File: src/rtl/sram_pkg.sv
`default_nettype none
// ============================================================================
// Module   : sram_pkg
// Brief    : Shared constants and types for the two-port SRAM arbiter/controller
// Revision : 1.0 - initial release
// ============================================================================
package sram_pkg;

  // memCtl bit positions; every strobe is active-low
  localparam int CTL_CE_N = 0;
  localparam int CTL_OE_N = 1;
  localparam int CTL_WE_N = 2;
  localparam int CTL_LB_N = 3;
  localparam int CTL_UB_N = 4;

  localparam logic [4:0] CTL_IDLE = 5'b11111;

  typedef enum logic [1:0] {
    ST_IDLE   = 2'd0,
    ST_SETUP  = 2'd1,
    ST_STROBE = 2'd2,
    ST_HOLD   = 2'd3
  } sram_state_e;

  typedef struct packed {
    logic        write;
    logic [15:0] addr;
    logic [15:0] wdata;
    logic [1:0]  be;
  } sram_req_t;

endpackage
`default_nettype wire

File: src/rtl/sram_arb.sv
`default_nettype none
// ============================================================================
// Module   : sram_arb
// Brief    : Two-requester grant logic; a tie goes to the requester not last served
// Revision : 1.0 - initial release
// ============================================================================
module sram_arb (
  input  logic [1:0] valid,
  input  logic       last_served,
  output logic [1:0] grant
);

  // Holding last_served at 1 turns this into fixed priority for requester 0
  always_comb begin
    grant = 2'b00;
    if (valid[0] && (!valid[1] || last_served)) begin
      grant = 2'b01;
    end else if (valid[1]) begin
      grant = 2'b10;
    end
  end

endmodule
`default_nettype wire

File: src/rtl/sram_arb_ctrl.sv
`default_nettype none
// ============================================================================
// Module   : sram_arb_ctrl
// Brief    : Two-port arbiter and async SRAM access sequencer (SETUP/STROBE/HOLD).
//            Define SRAM_ARB_RR_EN for round-robin ties; otherwise port 0 wins.
// Revision : 1.0 - initial release
// ============================================================================
module sram_arb_ctrl
  import sram_pkg::*;
#(
  parameter int WAIT_CYCLES = 2
) (
  input  logic        CLK,
  input  logic        RESET,
  input  logic        req0_valid,
  input  logic        req0_write,
  input  logic [15:0] req0_addr,
  input  logic [15:0] req0_wdata,
  input  logic [1:0]  req0_be,
  output logic        req0_ready,
  input  logic        req1_valid,
  input  logic        req1_write,
  input  logic [15:0] req1_addr,
  input  logic [15:0] req1_wdata,
  input  logic [1:0]  req1_be,
  output logic        req1_ready,
  output logic        rsp0_valid,
  output logic        rsp1_valid,
  output logic [15:0] rsp_rdata,
  output logic [4:0]  memCtl,
  output logic [15:0] memAddr,
  output logic [15:0] memDataOut,
  output logic        memDataOe,
  input  logic [15:0] memDataIn
);

  localparam logic [3:0] C_STROBE_LAST = 4'(WAIT_CYCLES - 1);

  sram_state_e r_state;
  sram_req_t   r_req;
  logic [3:0]  r_cnt;
  logic        r_sel;
  logic [15:0] r_rdata;

  logic [1:0]  w_grant;
  logic        w_last;
  logic        w_idle;
  logic        w_strobe;
  logic        w_accept;
  sram_req_t   w_req0;
  sram_req_t   w_req1;
  logic [4:0]  w_ctl;

  assign w_idle   = (r_state == ST_IDLE);
  assign w_strobe = (r_state == ST_STROBE);
  assign w_accept = w_idle && (w_grant != 2'b00);

  assign w_req0 = '{write: req0_write, addr: req0_addr, wdata: req0_wdata, be: req0_be};
  assign w_req1 = '{write: req1_write, addr: req1_addr, wdata: req1_wdata, be: req1_be};

  sram_arb u_arb (
    .valid       ({req1_valid, req0_valid}),
    .last_served (w_last),
    .grant       (w_grant)
  );

`ifdef SRAM_ARB_RR_EN
  logic r_last;

  always_ff @(posedge CLK or negedge RESET) begin
    if (!RESET) begin
      r_last <= 1'b1;
    end else if (w_accept) begin
      r_last <= w_grant[1];
    end
  end

  assign w_last = r_last;
`else
  assign w_last = 1'b1;
`endif

  // Reset is folded into ready so no handshake can be seen while held in reset
  assign req0_ready = RESET && w_idle && w_grant[0];
  assign req1_ready = RESET && w_idle && w_grant[1];

  always_ff @(posedge CLK or negedge RESET) begin
    if (!RESET) begin
      r_state <= ST_IDLE;
      r_req   <= '0;
      r_cnt   <= '0;
      r_sel   <= 1'b0;
      r_rdata <= '0;
    end else begin
      case (r_state)
        ST_IDLE: begin
          if (w_accept) begin
            r_state <= ST_SETUP;
            r_sel   <= w_grant[1];
            r_req   <= w_grant[1] ? w_req1 : w_req0;
          end
        end
        ST_SETUP: begin
          r_state <= ST_STROBE;
          r_cnt   <= '0;
        end
        ST_STROBE: begin
          if (r_cnt == C_STROBE_LAST) begin
            r_state <= ST_HOLD;
            if (!r_req.write) begin
              r_rdata <= memDataIn;
            end
          end else begin
            r_cnt <= r_cnt + 4'd1;
          end
        end
        ST_HOLD: begin
          r_state <= ST_IDLE;
        end
        default: begin
          r_state <= ST_IDLE;
        end
      endcase
    end
  end

  // Reads always fetch the full word; writes drive only the enabled byte lanes
  always_comb begin
    w_ctl = CTL_IDLE;
    if (!w_idle) begin
      w_ctl[CTL_CE_N] = 1'b0;
      if (r_req.write) begin
        w_ctl[CTL_WE_N] = !w_strobe;
        w_ctl[CTL_LB_N] = !r_req.be[0];
        w_ctl[CTL_UB_N] = !r_req.be[1];
      end else begin
        w_ctl[CTL_OE_N] = !w_strobe;
        w_ctl[CTL_LB_N] = 1'b0;
        w_ctl[CTL_UB_N] = 1'b0;
      end
    end
  end

  assign memCtl     = w_ctl;
  assign memAddr    = r_req.addr;
  assign memDataOut = r_req.wdata;
  assign memDataOe  = !w_idle && r_req.write;

  assign rsp0_valid = (r_state == ST_HOLD) && !r_sel;
  assign rsp1_valid = (r_state == ST_HOLD) && r_sel;
  assign rsp_rdata  = r_rdata;

endmodule
`default_nettype wire

File: config.mk
export PLATFORM = sky130hd
export DESIGN_NAME = sram_arb_ctrl
export DESIGN_NICKNAME = d
export VERILOG_FILES = /design/src/rtl/sram_pkg.sv /design/src/rtl/sram_arb.sv /design/src/rtl/sram_arb_ctrl.sv
export SDC_FILE = /design/constraint.sdc
export NUM_CORES = 1
export LEC_CHECK = 0
export CAP_MARGIN = 20
export CORE_ASPECT_RATIO = 1.1
export CORE_MARGIN = 2
export CORE_UTILIZATION = 44
export CTS_CLUSTER_SIZE = 30
export DETAILED_ROUTE_END_ITERATION = 6
export PLACE_DENSITY_LB_ADDON = 0.25
export SLEW_MARGIN = 25
export SYNTH_ARGS = -nofsm -noshare
export SYNTH_HDL_FRONTEND = slang
export SYNTH_SLANG_ARGS = --single-unit
File: constraint.sdc
create_clock -name CLK -period 4.8 [get_ports CLK]
set_input_delay 0.96 -clock CLK [delete_from_list [all_inputs] [get_ports CLK]]
set_output_delay 0.96 -clock CLK [all_outputs]
set_load 0.01 [all_outputs]
==> flow_summary.toml, run 1 <==
[die]
io_pins = 148
rows = 31
dieArea_mm2 = 0.00752
fp.dieH_um = 90.7
core-area_mm2 = 0.00659
initial_core_util_pct = 45.6
die_w_um = 82.9

[logic_synthesis]
synthCells = 273
syn_area_per_cell_um2 = 11.0
synth_cell_types = 30
yosysMostFrequentCell = "dfrtp_1"
synthFlopType = "dfrtp_1"
synth_common_cells = "dfrtp_1 (58), mux2i_1 (37), nand2_1 (36)"
syn_nets = 371
netlist.area_leader.share_pct = 48.2
ys_ff_latch = 58
yosys.area.top_type = "dfrtp_1"
async_reset_ff_share_pct = 100
seq_area_frac_synth_pct = 48.2
yosysWarnings = 0
synthesis.area_mm2 = 0.00301
synth_area_leaders = "dfrtp_1 (48%), mux2i_1 (12%), buf_4 (8.2%)"
synth_edf_count = 0

[placement]
hpwlAfterDp_um = 5290
detailed_place.area_mm2 = 0.00429
gp_congestion = 0.735
portBuffers = 147

[drt]
dr.pass1.iters = 6
wl_met3_um = 432
wl_per_cell_um = 14.7
drc = 0
num_vias = 2271
drtAntennaViolNets = 0
wl_met2_um = 3670
viasPerCell = 4.79
top_layer = "met4"
drt_iter0_markers = 32
wl_met1_um = 2800
drt_wl_total_um = 6990

[critical_path]
crit_path_end_kind = "primary output"
reg2reg_slack_ns = 2.49
ff2ff_path_depth = 5
worstPathArrival_ns = 2.47
startpoint_type = "input pin"
crit_fanout = 4
timing.rr.start = "r_cnt[1]"
reg2reg_to = "rsp_rdata[1]"
crit_type = "input pin to primary output"
cp_data_required_time_ns = 3.84

[clock_network]
cts_buffer_depth = 2
ctsResizeCount = 0
cts.sinks = 58
cts_buffers = 9
clk_latency_ns = 0.33
post-cts-setup-buffer-count = 0
path_clk_slew_ns = 0.06
cts-root-buf = "clkbuf_8"
cts_hold_buffers = 0
tritoncts = "built"
cts.htree.levels = 3

[power_and_ir_drop]
p_per_area_mw_per_mm2 = 567
power.leakage_nw = 1.96
peakVddDrop_mv = 0.313

[min_path]
hold_depth = 2
hp-class = "flop to flop"
hold_end = "r_req[1]"
min_from = "r_req[1]"

[timing]
setup_tns_ns = 0
setup_viol = 0
period_minus_slack_ns = 3.43
max_clock_freq_mhz = 292
hold_viol = 0
fin_hold_ws_ns = 0.478
rsz0062_at_grt = "no"
finalCritPeriodShare_pct = 71.4
finalClockSkew_ns = 0.0116
tightest_slew_ns = 0.880
drv_slew = 0
slew_headroom_pct = 41.3

[final_layout]
layout-drive-gt1-share_pct = 10.7
syn_to_final_growth_pct = 49.4
fin_nets = 485
antennaDiodeCount = 0
postLayoutCellArea_mm2 = 0.00449

[global_route]
antenna_found_initial = 0
grt_max_degree = 49
grt_pass1_wl_um = 11100
grt_overflow = 0
first_global_vias = 2208
grt_usage_pct = 18.6

[run]
max-cap-violations = 0

[run_status]
run_status = "finished, final reports clean"
[sequential cells by signal, summed over array words and instances, names as in the netlist]
name	count
memDataOut	16
r_cnt	4
r_state	2
r_sel	1
rsp_rdata	16
memAddr	16
r_req	3
[per-stage QoR]
stage	util (%)	power, W	instances	setup WS [ns]
3_5_place_dp	65.1	0.00212	458	1.37
2_1_floorplan	-	0.00162	273	2.07
4_1_cts	68.2	0.00258	474	1.37
5_1_grt	68.2	0.00271	474	1.31
6_report	68.2	0.00255	474	1.37
3_3_place_gp	65.1	0.00207	458	1.38
[cells in the final DEF, fill, tap and decap left out]
cell type          n
clkdlybuf4s50_1  146
dfrtp_1           58
mux2i_1           37
nand2_1           36
o21ai_0           35
mux2_4            10
clkbuf_8          10
mux2_2             8
ha_1               8
inv_1              7
a21oi_1            4
clkinvlp_4         3
buf_4              3
a21o_1             2
nor2b_1            2
and3_1             2
nor3b_1            2
a31oi_1            2
nand2b_1           2
or3b_2             1
and2_1             1
nor2b_4            1
or3b_4             1
or3b_1             1
o21ai_4            1
nand3_1            1
o41ai_1            1
nand3b_1           1
nor2_1             1
o32a_1             1
bufinv_16          1
clkinv_4           1
clkinv_2           1
buf_2              1
[cell families (layout without fill, tap and decap cells)]
logic type / Yosys count / count (layout) / share of synthesized area [%]
DFF: 58 / 58 / 48.2
buffers and inverters: 54 / 173 / 11.8
muxes: 55 / 55 / 20.3
AOI/OAI and AO/OA: 46 / 46 / 8.19
adders and majority gates: 8 / 8 / 3.33
and+or+nand+nor: 52 / 52 / 8.15
[worst max-delay path: stages]
cell and delay (ns):
clkdlybuf4s50_1 0.57, nor2b_4 0.19, and3_1 0.16, clkdlybuf4s50_1 0.58
[final cells by class]
cell class,count,area [µm²]
Inverter,7,26.3
Timing Repair Buffer,150,1490
Clock buffer,10,138
Sequential cell,58,1450
Tap cell,82,103
Multi-Input combinational cell,161,1220
Fill cell,539,2100
Clock inverter,6,66.3
[worst max-delay path by stage]
stage	start	end	slack (ns)
global route	req1_valid	req1_ready	1.31
floorplan	req1_valid	req1_ready	2.07
CTS	req1_valid	req1_ready	1.37
finish	req1_valid	req1_ready	1.37
global placement	req1_valid	req1_ready	1.38
detailed placement	req1_valid	req1_ready	1.37
[routing by layer]
metal	up-vias	global-route usage (%)
met5	-	0
met4	0	6.56
met3	6	5.39
met2	80	32.3
met1	1061	21.9
li1	1124	-
[report_power, final]
| group | internal [W] | switching (W) | leakage [nW] |
|---|---|---|---|
| logic | 0.000711 | 0.000516 | 1.16 |
| registers | 0.000730 | 0.000139 | 0.707 |
| clock network | 0.000253 | 0.000198 | 0.0945 |
Note: power is estimated with default switching activity, not from simulation.
==> run 2, diff against run 1 <==
--- a/config.mk
+++ b/config.mk
@@ -8,7 +8,7 @@
 export CAP_MARGIN = 20
 export CORE_ASPECT_RATIO = 1.1
 export CORE_MARGIN = 2
-export CORE_UTILIZATION = 44
+export CORE_UTILIZATION = 41
 export CTS_CLUSTER_SIZE = 30
 export DETAILED_ROUTE_END_ITERATION = 6
 export PLACE_DENSITY_LB_ADDON = 0.25
==> constraint.sdc (replaced) <==
create_clock -name CLK -period 3.3 [get_ports CLK]
set_input_delay 0.66 -clock CLK [delete_from_list [all_inputs] [get_ports CLK]]
set_output_delay 0.66 -clock CLK [all_outputs]
set_load 0.01 [all_outputs]
==> run 2 against run 1 <==
Against the previous run:
- utilization fell by 3.6 points
- final area rose by 1.3%
- sequential share of layout area fell by 0.41 points
- wire length fell by 0.33%
- largest power group unchanged
- highest routed layer unchanged
- clock skew fell by 0.0026 ns
==> flow_summary.toml, run 2 (synthesis results as in run 1) <==
[power_and_ir_drop]
pwr-share-clk_pct = 20.0
power.leakage_nw = 1.99
p_comb_share_pct = 46.9
p_sw_w = 0.00123
swShare_pct = 32.1
p_per_area_mw_per_mm2 = 840
p_int_w = 0.00260
power_frac_seq_pct = 33.1
peakVddDrop_mv = 0.491

[timing]
setup_viol = 0
drv_slew = 0
finalClockSkew_ns = 0.00899
rsz0062_at_grt = "no"
finalCritPeriodShare_pct = 85.4
hold_viol = 0
max_clock_freq_mhz = 355
slew_headroom_pct = 43.9
tightest_slew_ns = 0.841
fin_hold_ws_ns = 0.340
setup_tns_ns = 0
period_minus_slack_ns = 2.82

[drt]
wl_per_cell_um = 14.6
drt_wl_total_um = 6960
drt_iter0_markers = 71
num_vias = 2266
drc = 0
drtAntennaViolNets = 0
viasPerCell = 4.74
dr.pass1.iters = 4

[critical_path]
crit_path_end_kind = "primary output"
crit_type = "input pin to primary output"
crit_fanout = 4
worstPathArrival_ns = 2.16
crit_top_cell = "clkdlybuf4s50_1"
startpoint_type = "input pin"
crit_chain = "clkdlybuf4s50_1 > nor2b_4 > and3_1 > clkdlybuf4s50_1"
slowest_delay_ns = 0.57
cp_top_family = "buffers and inverters"
crit_slowest_cell = "clkdlybuf4s50_1"
cp_data_required_time_ns = 2.64
cp.buffers_inverters = 2

[placement]
place_inst = 462
detailed_place.area_mm2 = 0.00431
gp_congestion = 0.726
hpwlAfterDp_um = 5260
portBuffers = 147

[global_route]
first_global_vias = 2236
grt_max_degree = 51
antenna_found_initial = 0
grt_usage_pct = 17.5
grt_overflow = 0
grt_pass1_wl_um = 10700

[clock_network]
tritoncts = "built"
cts.htree.levels = 3
ctsResizeCount = 0
cts-root-buf = "clkbuf_8"
cts_hold_buffers = 0
cts_buffer_depth = 2
clk_latency_ns = 0.34
path_clk_slew_ns = 0.06
cts_buffers = 9
cts.sinks = 58
post-cts-setup-buffer-count = 0

[final_layout]
antennaDiodeCount = 0
mostFrequentLayoutCells = "clkdlybuf4s50_1 (146), dfrtp_1 (58), mux2i_1 (37)"
layout-drive-gt1-share_pct = 10.9
final_common_cell = "clkdlybuf4s50_1"
postLayoutCellArea_mm2 = 0.00455
fin_nets = 486
syn_to_final_growth_pct = 51.3
stdcell_count = 478

[die]
fp.dieH_um = 93.9
initial_core_util_pct = 42.7
core-area_mm2 = 0.00705
rows = 32
die_w_um = 85.7
io_pins = 148
dieArea_mm2 = 0.00804

[run_status]
run_status = "finished, final reports clean"

[min_path]
hp-class = "input pin to async pin"

[run]
max-cap-violations = 0
[run 2: metrics by stage]
step	setup slack, ns	util (%)	power, W
finish	0.482	64.6	0.00382
global route	0.404	64.6	0.00408
CTS	0.461	64.6	0.00388
detailed placement	0.461	61.2	0.00309
global placement	0.480	61.2	0.00303
floorplan	1.17	-	0.00236
[run 2: worst register-to-register path, delay by kind of cell (launching register included)]
| kind | cells | cell delay (ns) |
|---|---|---|
| buf+inv | 1 | 0.09 |
| simple gates | 2 | 1.12 |
| fa+ha+maj | 1 | 0.14 |
| flops | 1 | 0.40 |
| mux | 1 | 0.43 |
[run 2: layout make-up]
class	instances	area, µm²
tap	85	106
sequential	58	1450
clock buffer	12	165
timing repair buffer	151	1510
inverter	7	26.3
fill	588	2490
clock inverter	4	72.6
multi-input combinational	161	1220
[run 2: final timing paths]
path	startpoint	to	slack, ns	cells after the start
min in group CLK	memDataOut[8]	memDataOut[8]	0.48	2
max	req1_valid	req1_ready	0.48	4
min	RESET	memDataOut[15]	0.34	2
min reg2reg	memDataOut[8]	memDataOut[8]	0.48	2
max in group asynchronous	RESET	memAddr[5]	2.54	2
max reg2reg	r_cnt[1]	rsp_rdata[3]	1.02	5
[run 2: power groups by stage]
stage | sequential [W] | combinational (W) | clock (W)
floorplan | 0.00128 | 0.00107 | 0
global placement | 0.00125 | 0.00178 | 0
detailed placement | 0.00127 | 0.00182 | 0
CTS | 0.00127 | 0.00183 | 0.000783
global route | 0.00132 | 0.00195 | 0.000814
finish | 0.00127 | 0.00179 | 0.000764
[run 2: layer usage]
metal	up-vias	global-route usage (%)	wire, µm
li1	1124	-	-
met1	1049	20.3	2710
met2	76	29.0	3570
met3	17	4.13	432
met4	0	11.0	253
met5	-	0	0
